## config.mk

```make
export PLATFORM = sky130hd
export DESIGN_NAME = j_serializer_flat
export DESIGN_NICKNAME = d
export VERILOG_FILES = /design/src/rtl/j_serializer_pkg.sv /design/src/rtl/j_serializer_if.sv /design/src/rtl/j_serializer_bit_counter.sv /design/src/rtl/j_serializer.sv /design/src/flat_wrapper.sv
export SDC_FILE = /design/constraint.sdc
export NUM_CORES = 1
export LEC_CHECK = 0
export ABC_CLOCK_PERIOD_IN_PS = 1350
export BUFFER_PORTS_ARGS = -buffer_cell sky130_fd_sc_hd__buf_4
export CAP_MARGIN = 10
export CORE_ASPECT_RATIO = 1.75
export CORE_MARGIN = 8
export CORE_UTILIZATION = 30
export DETAILED_ROUTE_END_ITERATION = 12
export PLACE_DENSITY = 0.54
export SLEW_MARGIN = 20
export SYNTH_ARGS = -nofsm -noshare
export SYNTH_HDL_FRONTEND = slang
export SYNTH_SLANG_ARGS = --single-unit
```

## constraint.sdc

```tcl
create_clock -name clk -period 1.35 [get_ports clk]
set_clock_uncertainty 0.15 [all_clocks]
set_input_delay 0.27 -clock clk [delete_from_list [all_inputs] [get_ports clk]]
set_output_delay 0.27 -clock clk [all_outputs]
set_load 0.1 [all_outputs]
```

## src/rtl/j_serializer_pkg.sv

```systemverilog
// j_serializer_pkg: shared definitions for the j_serializer slice.
//   - ser_state_t : FSM state encoding (2-bit binary, S_IDLE = 2'b00)
//   - SER_WIDTH_DEF / SER_GAP_DEF : default word length and inter-word gap
//   - ser_cnt_width() : counter width covering both WIDTH-1 and GAP-1
package j_serializer_pkg;

  localparam int unsigned SER_WIDTH_DEF = 8;
  localparam int unsigned SER_GAP_DEF   = 0;

  typedef enum logic [1:0] {
    S_IDLE  = 2'b00,
    S_SHIFT = 2'b01,
    S_GAP   = 2'b10,
    S_DONE  = 2'b11
  } ser_state_t;

  // The one counter is reused for the bit count and the gap count, so it
  // must hold whichever reload value is larger.
  function automatic int unsigned ser_cnt_width(input int unsigned width,
                                                input int unsigned gap);
    int unsigned wb;
    int unsigned gb;
    wb = $clog2(width);
    gb = (gap > 1) ? $clog2(gap) : 1;
    if (wb < 1) wb = 1;
    return (wb > gb) ? wb : gb;
  endfunction

endpackage

```

## src/rtl/j_serializer_if.sv

```systemverilog
// j_serializer_if: load/ready word handshake plus serial output bundle.
//   din       : parallel word (master -> serializer)
//   load      : load request  (master -> serializer)
//   ready     : load will be accepted this cycle
//   j         : serial data bit
//   bit_valid : j carries a data bit
//   done      : one-cycle pulse after the last bit of a word
// Modports: master (word source / observer), slave (the serializer).
interface j_serializer_if
  import j_serializer_pkg::*;
#(
  parameter int unsigned WIDTH = SER_WIDTH_DEF
);
  logic [WIDTH-1:0] din;
  logic             load;
  logic             ready;
  logic             j;
  logic             bit_valid;
  logic             done;

  modport master (output din, load, input ready, j, bit_valid, done);
  modport slave  (input din, load, output ready, j, bit_valid, done);
endinterface

```

## src/rtl/j_serializer_bit_counter.sv

```systemverilog
// ser_bit_counter: loadable down-counter with a zero flag. Used by
// j_serializer for both the bit count and the gap count.
//   clk, rst : clock, asynchronous active-high reset (count -> 0)
//   load     : load load_val (has priority over dec)
//   load_val : reload value
//   dec      : decrement; holds at zero rather than wrapping
//   zero     : count == 0
module ser_bit_counter #(
  parameter int unsigned CW = 3
) (
  input  logic          clk,
  input  logic          rst,
  input  logic          load,
  input  logic [CW-1:0] load_val,
  input  logic          dec,
  output logic          zero
);
  logic [CW-1:0] count;

  always_ff @(posedge clk or posedge rst) begin
    if (rst) begin
      count <= '0;
    end else if (load) begin
      count <= load_val;
    end else if (dec && (count != '0)) begin
      count <= count - 1'b1;
    end
  end

  assign zero = (count == '0);
endmodule

```

## src/rtl/j_serializer.sv

```systemverilog
// j_serializer: parallel-to-serial feeder for the sequence detector.
// Accepts a WIDTH-bit word on load/ready, drives it on j one bit per clock,
// optionally idles GAP cycles with j=0, then pulses done for one cycle.
// A load during the done cycle is accepted directly (back-to-back words).
//   clk : rising-edge clock
//   rst : asynchronous active-high reset
//   bus : j_serializer_if.slave (din, load, ready, j, bit_valid, done)
// Parameters: WIDTH (2..32), GAP (0..15).
// Build option: define SER_LSB_FIRST_EN to emit words LSB first
// (default is MSB first); handshake and timing are unchanged.
module j_serializer
  import j_serializer_pkg::*;
#(
  parameter int unsigned WIDTH = SER_WIDTH_DEF,
  parameter int unsigned GAP   = SER_GAP_DEF
) (
  input  logic            clk,
  input  logic            rst,
  j_serializer_if.slave   bus
);
  localparam int unsigned   CW       = ser_cnt_width(WIDTH, GAP);
  localparam logic [CW-1:0] BIT_LOAD = CW'(WIDTH - 1);
  localparam logic [CW-1:0] GAP_LOAD = (GAP > 0) ? CW'(GAP - 1) : '0;

  ser_state_t       state, state_d;
  logic [WIDTH-1:0] shreg;
  logic             accept;
  logic             shift_en;
  logic             cnt_load;
  logic [CW-1:0]    cnt_val;
  logic             cnt_dec;
  logic             cnt_zero;
  logic             ser_bit;

  ser_bit_counter #(
    .CW (CW)
  ) u_cnt (
    .clk      (clk),
    .rst      (rst),
    .load     (cnt_load),
    .load_val (cnt_val),
    .dec      (cnt_dec),
    .zero     (cnt_zero)
  );

  always_ff @(posedge clk or posedge rst) begin
    if (rst) begin
      state <= S_IDLE;
    end else begin
      state <= state_d;
    end
  end

  always_comb begin
    state_d  = state;
    accept   = 1'b0;
    shift_en = 1'b0;
    cnt_load = 1'b0;
    cnt_val  = BIT_LOAD;
    cnt_dec  = 1'b0;
    case (state)
      S_IDLE: begin
        if (bus.load) begin
          accept   = 1'b1;
          cnt_load = 1'b1;
          state_d  = S_SHIFT;
        end
      end
      S_SHIFT: begin
        shift_en = 1'b1;
        if (cnt_zero) begin
          if (GAP > 0) begin
            cnt_load = 1'b1;
            cnt_val  = GAP_LOAD;
            state_d  = S_GAP;
          end else begin
            state_d = S_DONE;
          end
        end else begin
          cnt_dec = 1'b1;
        end
      end
      S_GAP: begin
        if (cnt_zero) begin
          state_d = S_DONE;
        end else begin
          cnt_dec = 1'b1;
        end
      end
      S_DONE: begin
        if (bus.load) begin
          accept   = 1'b1;
          cnt_load = 1'b1;
          state_d  = S_SHIFT;
        end else begin
          state_d = S_IDLE;
        end
      end
      default: state_d = S_IDLE;
    endcase
  end

  always_ff @(posedge clk or posedge rst) begin
    if (rst) begin
      shreg <= '0;
    end else if (accept) begin
      shreg <= bus.din;
    end else if (shift_en) begin
`ifdef SER_LSB_FIRST_EN
      shreg <= {1'b0, shreg[WIDTH-1:1]};
`else
      shreg <= {shreg[WIDTH-2:0], 1'b0};
`endif
    end
  end

`ifdef SER_LSB_FIRST_EN
  assign ser_bit = shreg[0];
`else
  assign ser_bit = shreg[WIDTH-1];
`endif

  // Outputs decode state/shift register only, never the inputs.
  assign bus.j         = (state == S_SHIFT) && ser_bit;
  assign bus.bit_valid = (state == S_SHIFT);
  assign bus.done      = (state == S_DONE);
  assign bus.ready     = (state == S_IDLE) || (state == S_DONE);
endmodule
```

## src/flat_wrapper.sv

```systemverilog
// flat-port wrapper written by rule: the top's interface ports become plain ports
module j_serializer_flat import j_serializer_pkg::*;
#(
  parameter int unsigned WIDTH = SER_WIDTH_DEF,
  parameter int unsigned GAP   = SER_GAP_DEF
)
  (clk, rst, bus_din, bus_load, bus_ready, bus_j, bus_bit_valid, bus_done);
  j_serializer_if #(.WIDTH(WIDTH)) bus_i ();
  input  logic clk;
  input  logic rst;
  input wire logic [$bits(bus_i.din)-1:0] bus_din;
  input wire logic [$bits(bus_i.load)-1:0] bus_load;
  output wire logic [$bits(bus_i.ready)-1:0] bus_ready;
  output wire logic [$bits(bus_i.j)-1:0] bus_j;
  output wire logic [$bits(bus_i.bit_valid)-1:0] bus_bit_valid;
  output wire logic [$bits(bus_i.done)-1:0] bus_done;
  assign bus_i.din = bus_din;
  assign bus_i.load = bus_load;
  assign bus_ready = bus_i.ready;
  assign bus_j = bus_i.j;
  assign bus_bit_valid = bus_i.bit_valid;
  assign bus_done = bus_i.done;
  j_serializer #(.WIDTH(WIDTH), .GAP(GAP)) u_core (.clk(clk), .rst(rst), .bus(bus_i));
endmodule
```

# Yosys cells after proc, flatten, opt, wreduce, memory -nomap -nowiden

Index checks and enable logic that the tools add are counted.

Register bits: 13
Input port bits: 11
Word-level logic and storage cells: 33

$add $sub $neg: 1
Equality and inequality tests: 5
Reductions and logical operators: 11
Mux-type cells: 13

Operators with widths:

| cell                                                                   | count |
|---|---|
| 8-bit two-way mux                                                      | 2 |
| 1-bit two-way mux                                                      | 6 |
| 3-bit two-way mux                                                      | 2 |
| 2-bit one-hot mux with 3 select lines                                  | 1 |
| 2-bit equality test (second input constant)                            | 2 |
| 2-bit two-way mux                                                      | 2 |
| 2-bit nonzero test                                                     | 2 |
| 2-bit OR reduction                                                     | 2 |
| 3-bit zero test                                                        | 1 |
| 3-bit nonzero test                                                     | 1 |
| 3-bit by 1-bit subtractor with 3-bit output (second input constant)    | 1 |
| 2-bit by 1-bit equality test with 1-bit output (second input constant) | 1 |
| 1-bit logical AND                                                      | 2 |
| 2-bit zero test                                                        | 1 |
| 2-bit by 1-bit != test with 1-bit output (second input constant)       | 1 |
| 2-bit != test (second input constant)                                  | 1 |
| 2-bit AND reduction                                                    | 1 |
| 1-bit logical OR                                                       | 1 |

# Logic depth before layout (Yosys ltp)

Gate-level depths: netlist (run 1).

Depth in word-level cells: 6
Gate-level depth with buffers: 7
Gate-level depth less buffers: 6

# Hierarchy

A second synthesis (run 1) with hierarchy kept.

Cell total of the unflattened synthesis: 75
Area, all modules: 773.2 µm²

By module, submodules not included:

| module          | seq. area each (µm²) | instances | area an instance (µm²) | cells each |
|---|---|---|---|---|
| j_serializer    | 250.2                | 1         | 561.8                  | 55 |
| ser_bit_counter | 75.1                 | 1         | 211.5                  | 20 |

# Least setup slack after synthesis (run 1)

OpenSTA, ideal clock, no wires.

Kind: flip-flop to output port
Start: register u_core.state[1]
End: output port bus_j
Data arrival time: 2.410 ns
Setup slack: -1.480 ns
Stages on the path, launching flop included: 5
Path buffers: 1
Data required time: 0.930 ns
Cell sequence: dfrtp_1 -> inv_1 -> ha_1 -> buf_2 -> and2_1

Cells in the longest elaborated chain, start to end: 2

Ends and longest elaborated chain:

| item                                           | RTL line            | source |
|---|---|---|
| start: declaration                             | j_serializer.sv:25  | `ser_state_t state, state_d;` |
| start signal: assignment                       | j_serializer.sv:50  | `state <= state_d;` |
| 2-bit by 1-bit equality test with 1-bit output | --                  |  |
| net bus_bit_valid                              | flat_wrapper.sv:15  | `output wire logic [$bits(bus_i.bit_valid)-1:0] bus_bit_valid;` |
| 1-bit logical AND                              | j_serializer.sv:124 | `assign bus.j = (state == S_SHIFT) && ser_bit;` |
| end: declaration                               | flat_wrapper.sv:14  | `output wire logic [$bits(bus_i.j)-1:0] bus_j;` |

The timed path passes the listed nets, and every way through them passes these cells.

# Worst setup path in the final report (run 1)

Start: register u_core.state[0]
End: output port bus_j

Cells in the longest elaborated chain, start to end: 2

Ends and longest elaborated chain:

| item                                           | RTL line |
|---|---|
| 2-bit by 1-bit equality test with 1-bit output | j_serializer.sv:124 |
| 1-bit logical AND                              | j_serializer.sv:124 |

No other way between the ends.

==> results.md, run 1 <==
Finish:
- The post-route netlist has 52.6% of its cells at a drive strength greater than 1.
- The area growth from synthesis to layout is 58.0%.
- 0 antenna diodes ended up in the layout.
- Excluding fillers, the count of instances in the completed layout stands at 122.
- The final layout contains 115 nets.
- The number of fill cells is 208.
- The final non-filler cell area is 1120 um2.

STA:
- The number of hold-slack violations in the final timing report is 0.
- Setup repair after global routing could not meet its margin everywhere.
- The final max-slew violation count is 0.
- Timing would allow up to 0.599 GHz.
- The fraction of the cycle the final worst path needs is 124%.
- The total of endpoints with negative setup slack in the final report is 16.
- The worst setup slack after layout is -320 ps.
- Hold is met by 88.3 ps.
- The worst slew margin relative to its limit is 66.4%.
- The minimum clock period after layout is 1670 ps.
- The measured slew at the worst slew-check pin is 504 ps.

GRT:
- The global-route met1 utilization is 7.93%.
- The global router's overall resource usage is 8.17%.
- In this run the most used layer during global routing was met2.
- Global routing consumed, on the met2 layer, 15.0% of the routing resources.
- The first global-routing pass estimated 2.69 mm of wire.
- The number of antenna violations at the first check in global routing came to 0.
- Global routing finished with a remaining overflow of 0.
- The met3 global-route usage is 2.03%.
- The number of global-route vias before repair is 647.
- The largest net degree at the start of global routing is 14.

Clock network:
- In this run the number of H-tree levels came out at 1.
- The cell at the root of the clock tree is sky130_fd_sc_hd__clkbuf_8.
- The largest buffer count on any clock path is 2.
- The CTS tree is done.
- The number of buffers inserted during clock tree synthesis is 3.
- At the later pin of the worst-skew pair, clock insertion delay measures 230 ps.
- Counting every sink on the clock net gives 13.
- The clock slew at the register clock pins of the worst setup and hold paths is 50 ps.

Floorplan:
- The total die area is 4250 um2.
- The row count is 23.
- The die extent in y is 80.4 um.
- The total I/O pin count is 15.
- The width of the die is 52.8 um.
- The effective utilization at floorplan is 31.3%.
- The floorplan core area is 2270 um2.

Routing:
- Dividing the detail-routed wire length by the instance count gives 12.4 um.
- The DRC violation count after routing is 0.
- After the first detailed-routing iteration, the DRC count stood at 11.
- Summed over all layers, the routed wires come to 1.51 mm.
- The count of nets left with antenna violations once routing finished came out at 0.
- After detailed routing, the number of vias per cell comes to 4.67.
- Before antenna repair, the detailed router went through 4 iterations.
- The routed layout has 570 vias.

Critical path:
- Of all nets on the critical path, the largest fanout is 3.
- The critical path start-end classification is reg -> out.
- The number of cells traversed by the worst register-to-register path is 6.
- Data on the critical path is required at its endpoint by 930 ps.
- The setup check on the worst reg-to-reg path leaves a slack of -220 ps.
- The worst flop-to-flop path startpoint is u_core.state[1].
- The arrival time of the worst setup path is 1250 ps.
- The startpoint class of the critical path is a flip-flop.
- The category of the worst setup path capture point is a primary output.
- The reg-to-reg critical path endpoint is u_core.u_cnt.count[0].

Logic synthesis:
- The number of library cell types mapped by synthesis is 18.
- For this run, the number of Yosys warnings is 0.
- The post-synthesis cell count is 68.
- The sequential share of the synthesized area is 45.7%.
- The net count after synthesis is 85.
- The average instance in the mapped netlist occupies 10.5 um2.
- The synthesized area is 712 um2.
- In this run, synthesis produced a sequential element count of 13.

Run status:
- The flow ran to the end, but the final reports show violations.
- The final reports fail on negative setup slack.

Power:
- The static leakage power is 0.000531 uW.
- The share of power burned in combinational logic is 66.6%.
- The internal power component is 1660 uW.
- The fraction of power spent switching nets is 43.6%.
- The peak supply drop is 1.07 mV.
- Sequential cells burn 22.2% of the power.
- The sum of internal, switching and leakage power is 2940 uW.
- Dividing total power by cell area gives a power density of 2610 nW/um2.
- For this design the total switching power over the nets is 1280 uW.
- The part of the power in the clock network is 11.3%.

Place:
- Detailed placement finished with a half-perimeter wire length of 1.13 mm.
- In this run the cell area measured after placement is 958 um2.
- Including well taps, the total number of placed cells is 114.
- The final weighted congestion in routability-driven placement is 0.793.
- At the placement stage, the worst setup path has a slack of -150 ps.
- The count of input and output buffers is 14.

Job:
- The tool flagged a number of max-cap violations equal to 0.

Worst hold path:
- The endpoint with the worst hold slack is u_core.shreg[7].
- Along the worst hold path, the cell count comes to 3.
- The startpoint identified for the worst hold timing path is bus_din[7].
- The min-delay analysis places its worst path in the category in -> reg.
## state kept, by name (all words and copies together) (netlist names)
name / flops
u_core.shreg: 8
u_core.state: 2
u_core.u_cnt.count: 3
## metrics by stage
step,setup TNS [ps],util [%]
finish,-3250,49.5
global route,-4150,49.5
CTS,-3430,48.7
detailed placement,-1080,42.2
global placement,-910,42.2
floorplan,-3340,-
## what timing repair did
| item | CTS | global route |
|---|---|---|
| hold buffers | 1 | 0 |
| buffers inserted | 2 | 0 |
| setup endpoints to repair | 16 | 17 |
| hold endpoints to repair | 13 | 0 |
| cloned | 1 | 0 |
| pin swaps | 1 | 0 |
| resized for setup | 17 | 5 |
## power by group through the flow
stage	clock network, uW	logic, uW	registers [uW]
2_1_floorplan	0	1350	646
3_3_place_gp	0	1620	655
3_5_place_dp	0	1640	660
4_1_cts	343	1910	654
5_1_grt	365	2100	673
6_report	330	1950	652
## metal layers
metal | part of all wire (%) | wire length, um
met1 | 38 | 575
met2 | 56 | 842
met4 | 1.8 | 27
met3 | 4.6 | 69
met5 | 0 | 0
## worst max path at each step
| stage | start | end | slack [ps] | depth (start not counted) |
|---|---|---|---|---|
| global route | u_core.state[1] | bus_ready | -350 | 4 |
| CTS | u_core.state[0] | bus_j | -310 | 4 |
| finish | u_core.state[0] | bus_j | -320 | 4 |
| global placement | u_core.state[1] | bus_ready | -130 | 4 |
| floorplan | u_core.state[0] | u_core.state[0] | -520 | 5 |
| detailed placement | u_core.state[1] | bus_ready | -150 | 4 |
## cell type report
| cell class | instances | area (um2) | share of cell area, % |
|---|---|---|---|
| repair buffers | 28 | 274 | 24.4 |
| clock buffers | 4 | 45.0 | 4.00 |
| inverters | 7 | 30.0 | 2.67 |
| well taps | 25 | 31.3 | 2.78 |
| flip-flops and latches | 13 | 325 | 28.9 |
| multi-input cells | 45 | 419 | 37.3 |
## cell usage after synthesis, drive strengths merged
cell type,n,share of area [%]
mux2i,8,11
nor3,2,1.4
and2b,1,1.1
nand2,8,4.2
inv,7,3.7
and2,1,0.88
ha,6,11
buf,3,5.1
a21oi,4,2.8
dfrtp,13,46
nand2b,2,1.8
a211oi,1,1.1
nor2b,1,1.2
o21ai,11,9.3
## cell usage in the layout (no fill, tap or decap), drive strengths merged
master / synthesis / routed
nand2: 8 / 8
nand2b: 2 / 2
a211oi: 1 / 1
nor3: 2 / 2
and2: 1 / 1
inv: 7 / 6
mux2i: 8 / 8
dlygate4sd3: 0 / 1
clkbuf: 0 / 4
o21ai: 11 / 11
buf: 3 / 27
ha: 6 / 6
clkinvlp: 0 / 1
and2b: 1 / 1
nor2b: 1 / 1
dfrtp: 13 / 13
a21oi: 4 / 4
## kinds of logic (layout without fill, tap and decap cells)
family / count (synthesis) / in the layout / synth area share, %
AO/OA/AOI/OAI: 16 / 16 / 13.2
AND/OR/NAND/NOR: 15 / 15 / 10.5
flip-flops: 13 / 13 / 45.7
buffers and inverters: 10 / 39 / 8.79
multiplexers: 8 / 8 / 11.2
adder cells (fa/ha/maj): 6 / 6 / 10.5
## critical path, stage by stage (launching register included)
cell	delay, ps
sky130_fd_sc_hd__dfrtp_1	400
sky130_fd_sc_hd__buf_4	150
sky130_fd_sc_hd__ha_4	170
sky130_fd_sc_hd__and2_4	140
sky130_fd_sc_hd__buf_12	160
No activity file was read; power rests on OpenSTA's default activity.
==> run 2, diff against run 1 <==
ABC_AREA = 1   (was default)
ABC_CLOCK_PERIOD_IN_PS = 1800   (was 1350)
PLACE_DENSITY = 0.52   (was 0.54)
SLEW_MARGIN = default   (was 20)
clock period = 1.8 ns   (was 1.35 ns; I/O delays follow)
==> run 2 against run 1 <==
  * The run now ends clean
  * Global-route usage about the same
  * Highest routed layer unchanged
  * Via count increased by 24%
  * Non-clock buffer count decreased by 11
  * Sequential share of layout area increased by 2.6 points
  * Worst setup slack improved by 360 ps
==> results.md, run 2 <==
STA:
- The worst setup slack after layout is 37.6 ps (+358 ps).
- The fmax is 0.567 GHz.
- In the finished design, the share of the clock period the worst path needs comes to 97.9%.
- The measured slew at the worst slew-check pin was 509 ps (+5.28 ps).
- The worst slew margin relative to its limit is 66.0% (-0.35 points).
- The smallest clock period supported by the final layout is computed as 1760 ps.
- The number of hold-slack violations in the final timing report was 0 (unchanged).
- The final max-slew violation count is 0 (unchanged).
- The total of endpoints with negative setup slack in the final report came to 0 (-16).
- Setup repair after global routing could not meet its margin everywhere.

Finish:
- The fraction of final layout cells sized beyond drive strength 1 is 22.3% (-30 points).
- The largest registers in the layout are u_core.shreg x8, u_core.u_cnt.count x3, u_core.state x2.
- The library cell used most frequently in the layout, excluding fill and tap cells, is sky130_fd_sc_hd__nand2_1.
- The register area is 325 um2 (unchanged).
- The combined area of the multi-input logic cells is 400 um2 (-4.5%).
- The count of inserted antenna diode cells is 0 (unchanged).
- The area growth from synthesis to layout is 31.7%.
- The total number of nets in the final design is 148 (+29%).
- The register with the most flip-flops in the final layout is u_core.shreg.
- The number of flip-flops under the largest register name is 8 (unchanged).
- The number of fill cells was 273 (+31%).
- The top cell types in the final layout, fill and taps aside, are sky130_fd_sc_hd__nand2_1, sky130_fd_sc_hd__inv_1, sky130_fd_sc_hd__buf_4.

GRT:
- The met3 global-route usage was 1.61% (-0.43 points).
- After global routing, the most crowded layer is met2.
- The largest net degree at the start of global routing came to 21 (+7).
- The total global routing overflow is 0 (unchanged).
- The global-route met2 utilization is 14.3% (-0.68 points).
- The global-route met1 utilization is 8.95% (+1.0 points).
- The number of antenna violations at the first check in global routing was 0 (unchanged).
- The number of global-route vias before repair is 701 (+8.3%).
- The global router's overall resource usage came to 8.16% (-0.0094 points).
- The global-route wire length before repair is 2.96 mm (+10%).

Clock network:
- The clock slew at the register clock pins of the worst setup and hold paths is 60 ps (about the same).
- The clock latency on the worst-skew pair is 230 ps (about the same).
- The largest buffer count on any clock path came to 2 (unchanged).
- TritonCTS built the clock tree.
- The number of hold buffers added after cts came to 0 (-1).
- The count of H-tree levels built during CTS was 1 (unchanged).
- In this run the clock root is driven by a sky130_fd_sc_hd__clkbuf_8.
- The number of buffers inserted during clock tree synthesis was 3 (unchanged).
- The number of sinks on the clock net is 13 (unchanged).

Place:
- The final weighted congestion in routability-driven placement is 0.786 (-0.96%).
- The final HPWL from detailed placement is 1.31 mm (+15%).
- The count of input and output buffers is 14 (unchanged).
- The post-placement setup slack was 119 ps (+268 ps).

Floorplan:
- The floorplan core area was 2490 um2 (+9.6%).
- The effective utilization at floorplan came to 31.5% (+0.16 points).
- The total die area came to 4570 um2 (+7.6%).
- The die extent in y is 83.7 um (+4.0%).
- The row count was 24 (+4.3%).
- The width of the die is 54.7 um (+3.5%).
- The total I/O pin count is 15 (unchanged).

Logic synthesis:
- The flip-flop and latch count after synthesis is 13 (unchanged).
- The net count after synthesis is 129 (+52%).
- The number of enable flip-flop cells after synthesis is 0 (unchanged).
- The top cell type by total area after synthesis is sky130_fd_sc_hd__dfrtp_1.
- The synthesized area divided by synthesized cell count is 7.00 um2 (-33%).
- sky130_fd_sc_hd__nand2_1 is the most common cell in the netlist.
- The number of library cell types mapped by synthesis was 12 (-6).
- The synthesized area was 785 um2 (+10%).
- The share of Yosys cell area claimed by the top area cell type is 41.5% (-4.2 points).
- The share of flip-flops with an asynchronous set or reset was 100% (unchanged).
- By count the netlist is led by sky130_fd_sc_hd__nand2_1, sky130_fd_sc_hd__inv_1, sky130_fd_sc_hd__dfrtp_1.
- The post-synthesis cell count is 112 (+65%).
- In the synthesized netlist the dominant register cell turns out to be sky130_fd_sc_hd__dfrtp_1.
- By area the synthesized netlist is led by sky130_fd_sc_hd__dfrtp_1, sky130_fd_sc_hd__nand2_1, sky130_fd_sc_hd__ha_1.
- The total number of yosys warnings is 0 (unchanged).
- The sequential share of the synthesized area came to 41.5% (-4.2 points).

Critical path:
- STA classifies the critical path startpoint as a flip-flop.
- The arrival time of the worst setup path came to 1250 ps (about the same).
- The cell type of the slowest stage on the worst timing path is sky130_fd_sc_hd__dfrtp_1.
- The signal on the critical path passes through inv_2 > ha_4 > buf_4.
- The top fanout value on the critical path is 5 (+2).
- The critical path start-end classification is reg -> out.
- The critical path required time is 1290 ps (+360 ps).
- The stage delay of the slowest cell on the critical path came to 400 ps (about the same).
- The category of the worst setup path capture point is a primary output.

Routing:
- The number of nets with antenna violations after routing came to 0 (unchanged).
- The number of search-and-repair iterations in the first detailed-routing pass is 3 (-1).
- The DRC violation count after routing came to 0 (unchanged).
- The via-per-instance ratio is 4.53 (-3.0%).
- The average detailed-routed wire length per instance is 11.2 um (-9.9%).
- The first-iteration detailed-routing DRC count is 13 (+2).
- The routed via count was 707 (+24%).
- The final routed wirelength across all metal layers was 1.75 mm (+15%).

Job:
- The max-capacitance violation count came to 0 (unchanged).

Run status:
- The flow ran to the end, and the final reports show no timing, DRC or antenna violations.

Worst hold path:
- The type of the most critical hold path is in -> async.
-- run 2: path summary, 6_finish.rpt --
| path | from | slack (ps) | cells after the start | end |
|---|---|---|---|---|
| worst max-delay path | u_core.state[1] | 40 | 3 | bus_bit_valid |
| min in group clk | bus_din[0] | 180 | 3 | u_core.shreg[0] |
| worst min register to register | u_core.u_cnt.count[0] | 330 | 2 | u_core.u_cnt.count[0] |
| worst min-delay path | rst | 5 | 2 | u_core.u_cnt.count[1] |
| worst max register to register | u_core.state[1] | 210 | 7 | u_core.u_cnt.count[1] |
| max in group asynchronous | rst | 1150 | 2 | u_core.shreg[6] |
-- run 2: metrics by stage --
stage	util [%]	hold WS [ps]	cells	instance area, um2	TNS, ps
global route	41.5	56.8	156	1030	-22.9
CTS	41.1	26.8	156	1020	0
detailed placement	37.2	277	150	927	0
floorplan	-	87.0	112	812	-69.6
global placement	37.2	278	150	927	0
finish	41.5	4.67	156	1030	0
-- run 2: kinds of logic after synthesis --
family                     after synthesis  synth area share [%]
DFF                                     13                  41.5
and+or+nand+nor                         72                  37.3
buffers and inverters                   21                  11.6
adders and majority gates                6                  9.57
-- run 2: area by class of cell --
| cell class | count | area share, % |
|---|---|---|
| flip-flops and latches | 13 | 31.5 |
| well taps | 26 | 3.15 |
| clock buffers | 4 | 4.36 |
| multi-input cells | 78 | 38.7 |
| repair buffers | 17 | 15.1 |
| inverters | 18 | 7.14 |
-- run 2: layer usage --
layer / part of all wire (%) / vias up / wire length, um
met4: 0.69 / 0 / 12
met3: 4.8 / 2 / 84
met1: 40 / 331 / 705
li1: - / 367 / -
met5: 0 / - / 0
met2: 54 / 7 / 943
-- run 2: worst max-delay path: cells and delay by family (launching register included) --
kind	cells	cell delay [ps]
buffers and inverters	2	430
flip-flops	1	400
adder cells (fa/ha/maj)	1	190
-- run 2: timing repair --
action | in CTS | in global routing
endpoints found under the setup margin | 2 | 1
gates resized for setup | 8 | 2
setup buffers | 2 | 0
pin swaps | 0 | 1
Power of run 2 is left out: the tool's default activity adds up to more than one toggle a clock period on the data nets, which glitch-free logic cannot reach.
